==> config.mk <==
export PLATFORM = sky130hd
export DESIGN_NAME = dw01_slice_pack
export DESIGN_NICKNAME = d
export VERILOG_FILES = /design/src/rtl/dw01_slice_pack.sv
export SDC_FILE = /design/constraint.sdc
export NUM_CORES = 1
export LEC_CHECK = 0
export BUFFER_PORTS_ARGS = -buffer_cell sky130_fd_sc_hd__buf_2
export CAP_MARGIN = 20
export CORE_UTILIZATION = 41
export CTS_CLUSTER_DIAMETER = 30
export CTS_CLUSTER_SIZE = 8
export DETAILED_ROUTE_END_ITERATION = 6
export PLACE_DENSITY = 0.72
export SYNTH_ARGS = -nofsm -noshare
export SYNTH_HDL_FRONTEND = slang
export SYNTH_SLANG_ARGS = --single-unit
==> constraint.sdc <==
create_clock -name clk -period 1.1 [get_ports clk]
set_input_delay 0.055 -clock clk [delete_from_list [all_inputs] [get_ports clk]]
set_output_delay 0.055 -clock clk [all_outputs]
set_load 0.05 [all_outputs]
==> src/rtl/dw01_slice_pack.sv <==
// Slice-insertion register: writes MUX_width-bit slices into an A_width-bit word, then hands the word out.
// Define DW_SLICE_PACK_CLR_EN to zero the word on each output handshake.
module dw01_slice_pack #(
  parameter int unsigned A_width   = 8,
  parameter int unsigned SEL_width = 2,
  parameter int unsigned MUX_width = 2
) (
  input  logic                 clk,
  input  logic                 rst_n,
  input  logic                 init,
  input  logic                 auto_inc,
  input  logic                 in_valid,
  output logic                 in_ready,
  input  logic [SEL_width-1:0] SEL,
  input  logic [MUX_width-1:0] DIN,
  input  logic                 commit,
  output logic                 out_valid,
  input  logic                 out_ready,
  output logic [A_width-1:0]   A,
  output logic [SEL_width-1:0] ptr,
  output logic                 err
);

  localparam int unsigned NSLICE = (A_width + MUX_width - 1) / MUX_width;
  localparam logic [SEL_width:0]   NSLICE_W = (SEL_width+1)'(NSLICE);
  localparam logic [SEL_width-1:0] LAST_IDX = SEL_width'(NSLICE - 1);

  typedef enum logic {FILL, HOLD} state_t;

  state_t                 state_q, state_n;
  logic [A_width-1:0]     a_n;
  logic [SEL_width-1:0]   ptr_n;
  logic                   err_n;
  logic [SEL_width-1:0]   idx;
  logic                   in_range;
  logic [A_width-1:0]     mask;
  logic [A_width-1:0]     a_wr;
  int unsigned            shamt;

  assign in_ready  = (state_q == FILL);
  assign out_valid = (state_q == HOLD);

  // Slice merge: bits shifted past A_width fall off, which drops the tail of a partial last slice.
  always_comb begin
    idx      = auto_inc ? ptr : SEL;
    in_range = ({1'b0, idx} < NSLICE_W);
    shamt    = 32'(idx) * MUX_width;
    mask     = A_width'({MUX_width{1'b1}}) << shamt;
    a_wr     = (A & ~mask) | (A_width'(DIN) << shamt);
  end

  // Next-state and output decode.
  always_comb begin
    state_n = state_q;
    a_n     = A;
    ptr_n   = ptr;
    err_n   = 1'b0;
    if (init) begin
      state_n = FILL;
      a_n     = '0;
      ptr_n   = '0;
    end else begin
      case (state_q)
        FILL: begin
          if (in_valid) begin
            if (!in_range) begin
              err_n = 1'b1;
            end else begin
              a_n = a_wr;
              if (auto_inc) begin
                if (idx == LAST_IDX) begin
                  ptr_n   = '0;
                  state_n = HOLD;
                end else begin
                  ptr_n = ptr + SEL_width'(1);
                end
              end else if (commit) begin
                state_n = HOLD;
              end
            end
          end
        end
        HOLD: begin
          if (out_ready) begin
            state_n = FILL;
`ifdef DW_SLICE_PACK_CLR_EN
            a_n = '0;
`else
            a_n = A;
`endif
          end
        end
        default: state_n = FILL;
      endcase
    end
  end

  always_ff @(posedge clk or negedge rst_n) begin
    if (!rst_n) begin
      state_q <= FILL;
      A       <= '0;
      ptr     <= '0;
      err     <= 1'b0;
    end else begin
      state_q <= state_n;
      A       <= a_n;
      ptr     <= ptr_n;
      err     <= err_n;
    end
  end

endmodule

==> results of run 1 <==
==> layout make-up <==
class                           count  area [sq um]  area share (%)
Timing Repair Buffer               27           170            20.1
Inverter                            1          3.75           0.444
Multi-Input combinational cell     42           347            41.0
Sequential cell                    11           279            33.0
Clock buffer                        4          26.3            3.11
Tap cell                           15          18.8            2.22
==> final timing paths <==
| kind | start | end | slack (ps) | cells past startpoint |
|---|---|---|---|---|
| setup / recovery | out_valid | ptr[1] | -60 | 3 |
| hold / removal | out_ready | out_valid | 50 | 3 |
| setup reg to reg | out_valid | ptr[1] | -60 | 3 |
| hold reg to reg | A[1] | A[1] | 540 | 2 |
| max in group asynchronous | rst_n | out_valid | 700 | 2 |
| min in group asynchronous | rst_n | A[2] | 180 | 2 |
==> logic make-up (layout without fill, tap and decap cells) <==
kind of cell           Yosys count  after routing  synth area share [%]
multiplexers                     9              9                  16.3
flip-flops                      11             11                  43.7
AO/OA/AOI/OAI                    6              6                  5.16
AND/OR/NAND/NOR                 25             25                  28.8
buffers and inverters            4             32                  4.17
other                            1              1                 0.595
XOR/XNOR                         1              1                  1.39
==> per-layer routing <==
metal / track usage, % / wire length [um]
met5: 0 / 0
met4: 9.68 / 4
met3: 3.26 / 55
met2: 27.0 / 550
met1: 20.7 / 596
==> worst max-delay path, cell delays in order, from the launching register on <==
cell and delay, ps:
dfrtp_2 420, nand2b_4 160, or3_1 370, a21oi_2 140
==> metrics by stage <==
step / hold WS (ps) / util (%) / total power [mW] / TNS [ps]
floorplan: -241 / - / 0.603 / -963
global placement: -66.8 / 57.4 / 0.669 / -26.3
detailed placement: -62.4 / 57.4 / 0.671 / -108
CTS: 43.2 / 60.7 / 0.965 / -170
global route: 52.3 / 61.8 / 1.01 / -670
finish: 49.1 / 61.8 / 0.945 / -173
==> flip-flops by register name, summed over array words and instances (netlist names) <==
signal and count:
ptr 2, A 8, out_valid 1
==> Yosys cell counts, drive strengths merged <==
master   instances
clkbuf           1
nor3b            1
nor2b            3
o21ai            3
nand2b          12
a21oi            2
and3b            2
conb             1
nor4b            1
or3              1
mux2i            9
nor2             1
nand4bb          1
nand3b           1
nand2            1
buf              2
and3             1
inv              1
xor2             1
dfrtp           11
o21a             1
==> report_power, final <==
group          internal [mW]  switching, mW  leakage, nW
registers              0.422         0.0125        0.146
logic                 0.0930          0.147        0.268
clock network          0.140          0.131       0.0150
total                  0.655          0.290        0.429
==> what timing repair did <==
item,in CTS,in global routing
endpoints found under the hold margin,11,0
setup endpoints to repair,7,13
gates resized for setup,3,5
buffers inserted,0,0
hold buffers,1,0
pin swaps,2,3
==> flow_summary_export.csv, run 1 <==
group,metric,value,unit
run_status,outcome,"finished, violations left",
run_status,violations,"negative setup slack",
logic_synthesis,syn_inst,57,
place,placed_area,785,sq um
final_layout,drive_gt1_share,45.9,%
place,portBuffers,22,
hold_path,hold_path_class,"input port to flip-flop",
final_layout,area_delta_synth_final,33.9,%
floorplanning,core_area,0.00137,sq mm
drt,drt_wl_total,1210,um
final_layout,final_area,845,sq um
sta,fmax,0.860,GHz
final_layout,final_common_cell,"buf_2",
final_layout,final_cell_mix,"20 x buf_2, 11 x nand2b_1, 8 x dfrtp_1, 8 x mux2i_1",
sta,min_period_over_period,106,%
drt,num_vias,495,
drt,first_iter_violations,13,
floorplanning,io_pins,24,
grt,grt_pass1_vias,458,
logic_synthesis,synth.avg_cell_area,11.1,sq um
setup_path,critPathArrivalTime,1360,ps
drt,postRouteAntennaNets,0,
cts,cts_buffer_depth,2,
place,finalWeightedCongestion,0.680,
floorplanning,die_area,0.00170,sq mm
final_layout,fillCellCount,127,
setup_path,critPathMaxFanout,4,
cts,clock-root-buffer,"clkbuf_4",
sta,worst_slack,-63.0,ps
grt,grt_overflow,0,
sta,min_period,1160,ps
sta,finalHoldViolations,0,
logic_synthesis,ys_ff_latch,11,
cts,path_clk_slew,70,ps
cts,clk_latency,260,ps
power_and_ir_drop,p_leak,0.429,nW
floorplanning,dieHeight,41.2,um
final_layout,layout.nets,97,
drt,drcViolationCount,0,
run,cap_viol_max_count,0,
power_and_ir_drop,powerDensity,1120,mW/mm^2
final_layout,num_antenna_cells,0,
final_layout,post_layout_nonfiller_instances,100,
cts,clkSinkCount,11,
logic_synthesis,synth-seq-area-share,43.7,%
setup_path,crit_type,"flip-flop to flip-flop",
sta,setup_violations,5,
logic_synthesis,ys_top_cells_by_area,"dfrtp_1 44%, mux2i_1 13%, nand2b_1 12%",
grt,grt_pass1_wl,1830,um
logic_synthesis,netlist_area,631,sq um
place,dpl_worst_slack,-37.1,ps
setup_path,worst-endpoint-required,1290,ps
place,placedCellCount,95,
drt,viasPerCell,4.95,
power_and_ir_drop,peakVddDrop,0.710,mV
floorplanning,start_util,46.2,%
cts,numCtsBuffers,3,
grt,grt_start_max_net_pins,14,
grt,grtUsageTotal,16.8,%
drt,detail_route.first_pass.iterations,4,
sta,finClkSkew,2.29,ps
setup_path,end_kind,"flip-flop",
logic_synthesis,yosys_warnings,0,
logic_synthesis,ys_types,24,
sta,slew_violations,0,
place,dpl.hpwl,956,um
floorplanning,die_w,41.2,um
grt,antenna_found_initial,0,
drt,routedWlPerCell,12.1,um
setup_path,cp-start-kind,"flip-flop",
logic_synthesis,synthesis.nets,68,
cts,cts_htree_levels,1,
floorplanning,row_count,13,
sta,rsz0062_at_grt,"true",
cts,cts_tree,"yes",
logic_synthesis,synthDominantCellAreaShare,43.7,%
logic_synthesis,synth_area_leader_cell,"dfrtp_1",
Power figures use the tool's default switching activity.
==> inputs of run 2 (changes only) <==
--- a/config.mk
+++ b/config.mk
@@ -12,6 +12,7 @@
 export CTS_CLUSTER_SIZE = 8
 export DETAILED_ROUTE_END_ITERATION = 6
 export PLACE_DENSITY = 0.72
+export RECOVER_POWER = 25
 export SYNTH_ARGS = -nofsm -noshare
 export SYNTH_HDL_FRONTEND = slang
 export SYNTH_SLANG_ARGS = --single-unit
==> run 2 against run 1 <==
Compared with the run above:
- highest routed layer unchanged
- wire length fell by 0.25%
- design area is 0.15% lower
- sequential cell count did not move
- the flow still finishes with violations (negative setup slack)
- non-clock buffer count stayed put
- combinational power is essentially flat
- power barely moved
- sequential power about the same
==> flow_summary_export.csv, run 2 (synthesis results as in run 1) <==
group,metric,value,unit
setup_path,max_stage_delay,420,ps
drt,routedWlPerCell,12.0,um
grt,grt_overflow,0,
sta,slew_violations,0,
setup_path,worst-endpoint-required,1290,ps
power_and_ir_drop,p_clk_share,28.7,%
final_layout,area_delta_synth_final,33.7,%
setup_path,cp-start-kind,"flip-flop",
drt,detail_route.first_pass.iterations,4,
grt,grt_pass1_vias,458,
drt,first_iter_violations,13,
drt,drcViolationCount,0,
cts,clk_latency,260,ps
setup_path,cp_num_buf_inv,0,
cts,cts_htree_levels,1,
grt,antenna_found_initial,0,
setup_path,critPathArrivalTime,1360,ps
setup_path,critPathMaxFanout,4,
grt,grt_pass1_wl,1830,um
power_and_ir_drop,p_int,655,uW
run,cap_viol_max_count,0,
setup_path,crit_type,"flip-flop to flip-flop",
power_and_ir_drop,switching_power,290,uW
final_layout,post_layout_nonfiller_instances,100,
floorplanning,die_w,41.2,um
cts,path_clk_slew,70,ps
power_and_ir_drop,switching_share,30.7,%
place,portBuffers,22,
run_status,violations,"negative setup slack",
final_layout,largest_reg_flops,8,
floorplanning,core_area,0.00137,sq mm
floorplanning,io_pins,24,
drt,num_vias,495,
floorplanning,row_count,13,
setup_path,crit_chain,"nand2b_4 -> or3_1 -> a21oi_2",
sta,slew-limit-headroom,61.2,%
drt,postRouteAntennaNets,0,
power_and_ir_drop,p_comb_share,25.3,%
power_and_ir_drop,powerDensity,1120,mW/mm^2
drt,drt_wl_total,1200,um
sta,finClkSkew,2.29,ps
setup_path,crit_family,"simple AND/OR/NAND/NOR gates",
final_layout,multiInputGateArea,347,sq um
power_and_ir_drop,p_seq_share,46.0,%
floorplanning,dieHeight,41.2,um
final_layout,final_common_cell,"buf_2",
place,placedCellCount,95,
place,finalWeightedCongestion,0.680,
sta,min_period,1160,ps
final_layout,final_cell_mix,"19 x buf_2, 11 x nand2b_1, 8 x dfrtp_1, 8 x mux2i_1",
drt,viasPerCell,4.95,
grt,grt_start_max_net_pins,14,
sta,finalHoldViolations,0,
place,placed_area,785,sq um
final_layout,final_util,61.7,%
place,dpl.hpwl,956,um
final_layout,top_register,"A",
cts,cts_tree,"yes",
setup_path,slowest_stage,"dfrtp_2",
sta,worst_slack,-63.0,ps
cts,cts_buffer_depth,2,
setup_path,rrSetupSlack,-60,ps
power_and_ir_drop,peakVddDrop,0.708,mV
final_layout,final_area,843,sq um
floorplanning,die_area,0.00170,sq mm
final_layout,fillCellCount,128,
setup_path,end_kind,"flip-flop",
power_and_ir_drop,p_leak,0.426,nW
sta,setup_violations,5,
final_layout,layout.nets,97,
run_status,outcome,"finished, violations left",
sta,fmax,0.860,GHz
final_layout,drive_gt1_share,44.7,%
power_and_ir_drop,p_total,944,uW
grt,grtUsageTotal,16.8,%
cts,post-cts-setup-buffer-count,0,
cts,clkSinkCount,11,
final_layout,seq_area,279,sq um
sta,max_slew.worst_pin.slew,581,ps
cts,clock-root-buffer,"clkbuf_4",
sta,rsz0062_at_grt,"true",
hold_path,hold_path_class,"input port to flip-flop",
floorplanning,start_util,46.2,%
cts,numCtsBuffers,3,
final_layout,num_antenna_cells,0,
sta,min_period_over_period,106,%
run 2: changes by cell type in the layout (fill, tap and decap cells not counted), sizes merged:
cell,before,now
buf,26,25
clkbuf,4,5
run 2: worst register-to-register path: cells and delay by family (launching register included):
family	cells	cell delay (ps)
AOI/OAI and AO/OA	1	140
DFF	1	420
and+or+nand+nor	2	530
run 2: worst paths after layout:
kind / cells after the start / start / endpoint
setup / recovery: 3 / out_valid / ptr[1]
setup reg to reg: 3 / out_valid / ptr[1]
max in group asynchronous: 2 / rst_n / out_valid
hold reg to reg: 2 / A[1] / A[1]
min in group asynchronous: 2 / rst_n / A[2]
hold / removal: 3 / out_ready / out_valid
run 2: cell type report:
| cell class | instances | area share, % |
|---|---|---|
| multi-input combinational | 42 | 41.1 |
| sequential | 11 | 33.1 |
| timing repair buffer | 27 | 20.0 |
| clock buffer | 4 | 3.12 |
| tap | 15 | 2.23 |
| inverter | 1 | 0.445 |
run 2: repair_timing:
item                                    CTS  global route
cloned                                    0             0
hold buffers                              1             0
endpoints found under the setup margin    7            13
resized for setup                         3             5
hold endpoints to repair                 11             0
pin swaps                                 2             3
run 2: stage by stage:
step	setup TNS [ps]	worst slack (ps)	hold WS [ps]
floorplan	-963	-172	-241
global placement	-26.3	-13.0	-66.8
detailed placement	-108	-37.1	-62.4
finish	-173	-63.0	49.1
CTS	-170	-55.9	43.2
global route	-670	-124	52.3
run 2: layer usage:
layer	global-route usage [%]	share of wire, %	vias up	routed length [um]
li1	-	-	248	-
met1	20.7	49	230	594
met2	27.0	46	15	550
met3	3.26	4.6	2	55
met4	9.68	0.33	0	4
met5	0	0	-	0
run 2: power groups by stage:
| stage | Combinational [mW] | Clock (mW) | Sequential, mW |
|---|---|---|---|
| after floorplan | 0.101 | 0 | 0.503 |
| after global placement | 0.227 | 0 | 0.442 |
| after detailed placement | 0.230 | 0 | 0.442 |
| after CTS | 0.237 | 0.294 | 0.434 |
| after global routing | 0.259 | 0.311 | 0.436 |
| final | 0.239 | 0.271 | 0.435 |
==> inputs of run 3 (changes only) <==
--- a/config.mk
+++ b/config.mk
@@ -11,6 +11,7 @@
 export CTS_CLUSTER_DIAMETER = 30
 export CTS_CLUSTER_SIZE = 8
 export DETAILED_ROUTE_END_ITERATION = 6
+export GPL_TIMING_DRIVEN = 0
 export PLACE_DENSITY = 0.72
 export RECOVER_POWER = 25
 export SYNTH_ARGS = -nofsm -noshare
==> run 3 against run 2 <==
Compared with the run above:
- the run still ends with negative setup slack left
- design area decreased by 2.4%
- maximum frequency increased by 0.89%
- wire length decreased by 1.1%
- critical path type unchanged
- critical endpoint is now A[5]
- largest cell class unchanged
- highest routed layer unchanged
==> flow_summary_export.csv, run 3 (synthesis results as in run 1) <==
group,metric,value,unit
final_layout,drive_gt1_share,41.7,%
run,cap_viol_max_count,0,
final_layout,num_antenna_cells,0,
drt,first_iter_violations,4,
sta,fin_setup_tns,-229,ps
final_layout,final_util,60.3,%
drt,postRouteAntennaNets,0,
final_layout,final_common_cell,"buf_2",
final_layout,layout.nets,96,
drt,drcViolationCount,0,
sta,worst_slack,-52.7,ps
setup_path,worst-endpoint-required,1290,ps
floorplanning,dieHeight,41.2,um
sta,rsz0062_at_grt,"true",
power_and_ir_drop,powerDensity,1140,mW/mm^2
cts,path_clk_slew,70,ps
power_and_ir_drop,peakVddDrop,0.482,mV
place,dpl_worst_slack,-60.8,ps
cts,clkSinkCount,11,
sta,max_slew.worst_pin.slew,584,ps
final_layout,fillCellCount,124,
setup_path,crit_type,"flip-flop to flip-flop",
setup_path,end_kind,"flip-flop",
setup_path,cp-start-kind,"flip-flop",
floorplanning,start_util,46.2,%
sta,slew-limit-headroom,61.1,%
hold_path,hold_path_class,"input port to flip-flop",
floorplanning,die_area,0.00170,sq mm
sta,fmax,0.868,GHz
place,placed_area,772,sq um
power_and_ir_drop,p_total,935,uW
final_layout,largest_reg_flops,8,
cts,cts_tree,"yes",
final_layout,final_area,823,sq um
setup_path,critPathArrivalTime,1340,ps
grt,grt_overflow,0,
sta,fin_worst_hold_slack,34.6,ps
run_status,outcome,"finished, violations left",
sta,slew_violations,0,
drt,viasPerCell,5.08,
drt,num_vias,503,
sta,finClkSkew,0.667,ps
drt,detail_route.first_pass.iterations,2,
grt,grt_start_max_net_pins,12,
cts,cts_htree_levels,1,
sta,finalHoldViolations,0,
final_layout,multiInputGateArea,347,sq um
sta,min_period,1150,ps
setup_path,critPathMaxFanout,5,
sta,setup_violations,7,
place,finalWeightedCongestion,0.654,
drt,routedWlPerCell,12.0,um
cts,clock-root-buffer,"clkbuf_4",
grt,antenna_found_initial,0,
sta,min_period_over_period,105,%
floorplanning,core_area,0.00137,sq mm
grt,grt_pass1_wl,1800,um
drt,drt_wl_total,1190,um
floorplanning,io_pins,24,
grt,grtUsageTotal,16.5,%
place,dpl.hpwl,900,um
place,portBuffers,21,
final_layout,top_register,"A",
final_layout,area_delta_synth_final,30.6,%
power_and_ir_drop,p_leak,0.415,nW
cts,clk_latency,270,ps
cts,numCtsBuffers,3,
cts,cts_buffer_depth,2,
final_layout,final_cell_mix,"18 x buf_2, 11 x nand2b_1, 8 x dfrtp_1, 8 x mux2i_1, 4 x clkbuf_4",
final_layout,seq_area,279,sq um
grt,grt_pass1_vias,431,
place,placedCellCount,93,
run_status,violations,"negative setup slack",
floorplanning,row_count,13,
final_layout,post_layout_nonfiller_instances,99,
floorplanning,die_w,41.2,um
[run 3: timing repair]
action,in CTS,in global routing
endpoints found under the hold margin,11,0
resized for setup,0,4
buffers inserted,1,0
hold buffers,1,0
pin swaps,0,0
endpoints found under the setup margin,8,11
[run 3: area by class of cell]
type	instances	share of cell area [%]
plain buffers	3	2.74
inverters	1	0.456
multi-input cells	42	42.1
repair buffers	23	15.3
flip-flops and latches	11	33.9
well taps	15	2.28
clock buffers	4	3.19
[run 3: power by group]
group / internal, mW / total (mW) / leakage, nW / switching (mW)
registers: 0.422 / 0.436 / 0.146 / 0.0138
clock network: 0.140 / 0.272 / 0.0150 / 0.132
logic: 0.0829 / 0.227 / 0.253 / 0.144
total: 0.645 / 0.935 / 0.415 / 0.290
[run 3: layer usage]
| metal | share of wire (%) | global-route usage, % | vias up |
|---|---|---|---|
| met5 | 0 | 0 | - |
| met4 | 0.34 | 7.26 | 0 |
| met3 | 5.2 | 1.63 | 2 |
| met2 | 45 | 24.2 | 17 |
| met1 | 49 | 24.2 | 237 |
| li1 | - | - | 247 |
[run 3: path summary, 6_finish.rpt]
path                            from   endpoint  slack (ps)  cells past startpoint
setup / recovery           out_valid       A[5]         -50                      3
hold reg to reg                 A[5]       A[5]         540                      2
setup reg to reg           out_valid       A[5]         -50                      3
min in group asynchronous      rst_n       A[6]         290                      2
hold / removal             out_ready  out_valid          30                      3
max in group asynchronous      rst_n  out_valid         390                      2
[run 3: worst max-delay path, stage by stage, from the launching register on]
cell      delay, ps
dfrtp_2         430
nand2b_4        160
nor4b_4         270
mux2i_1         220
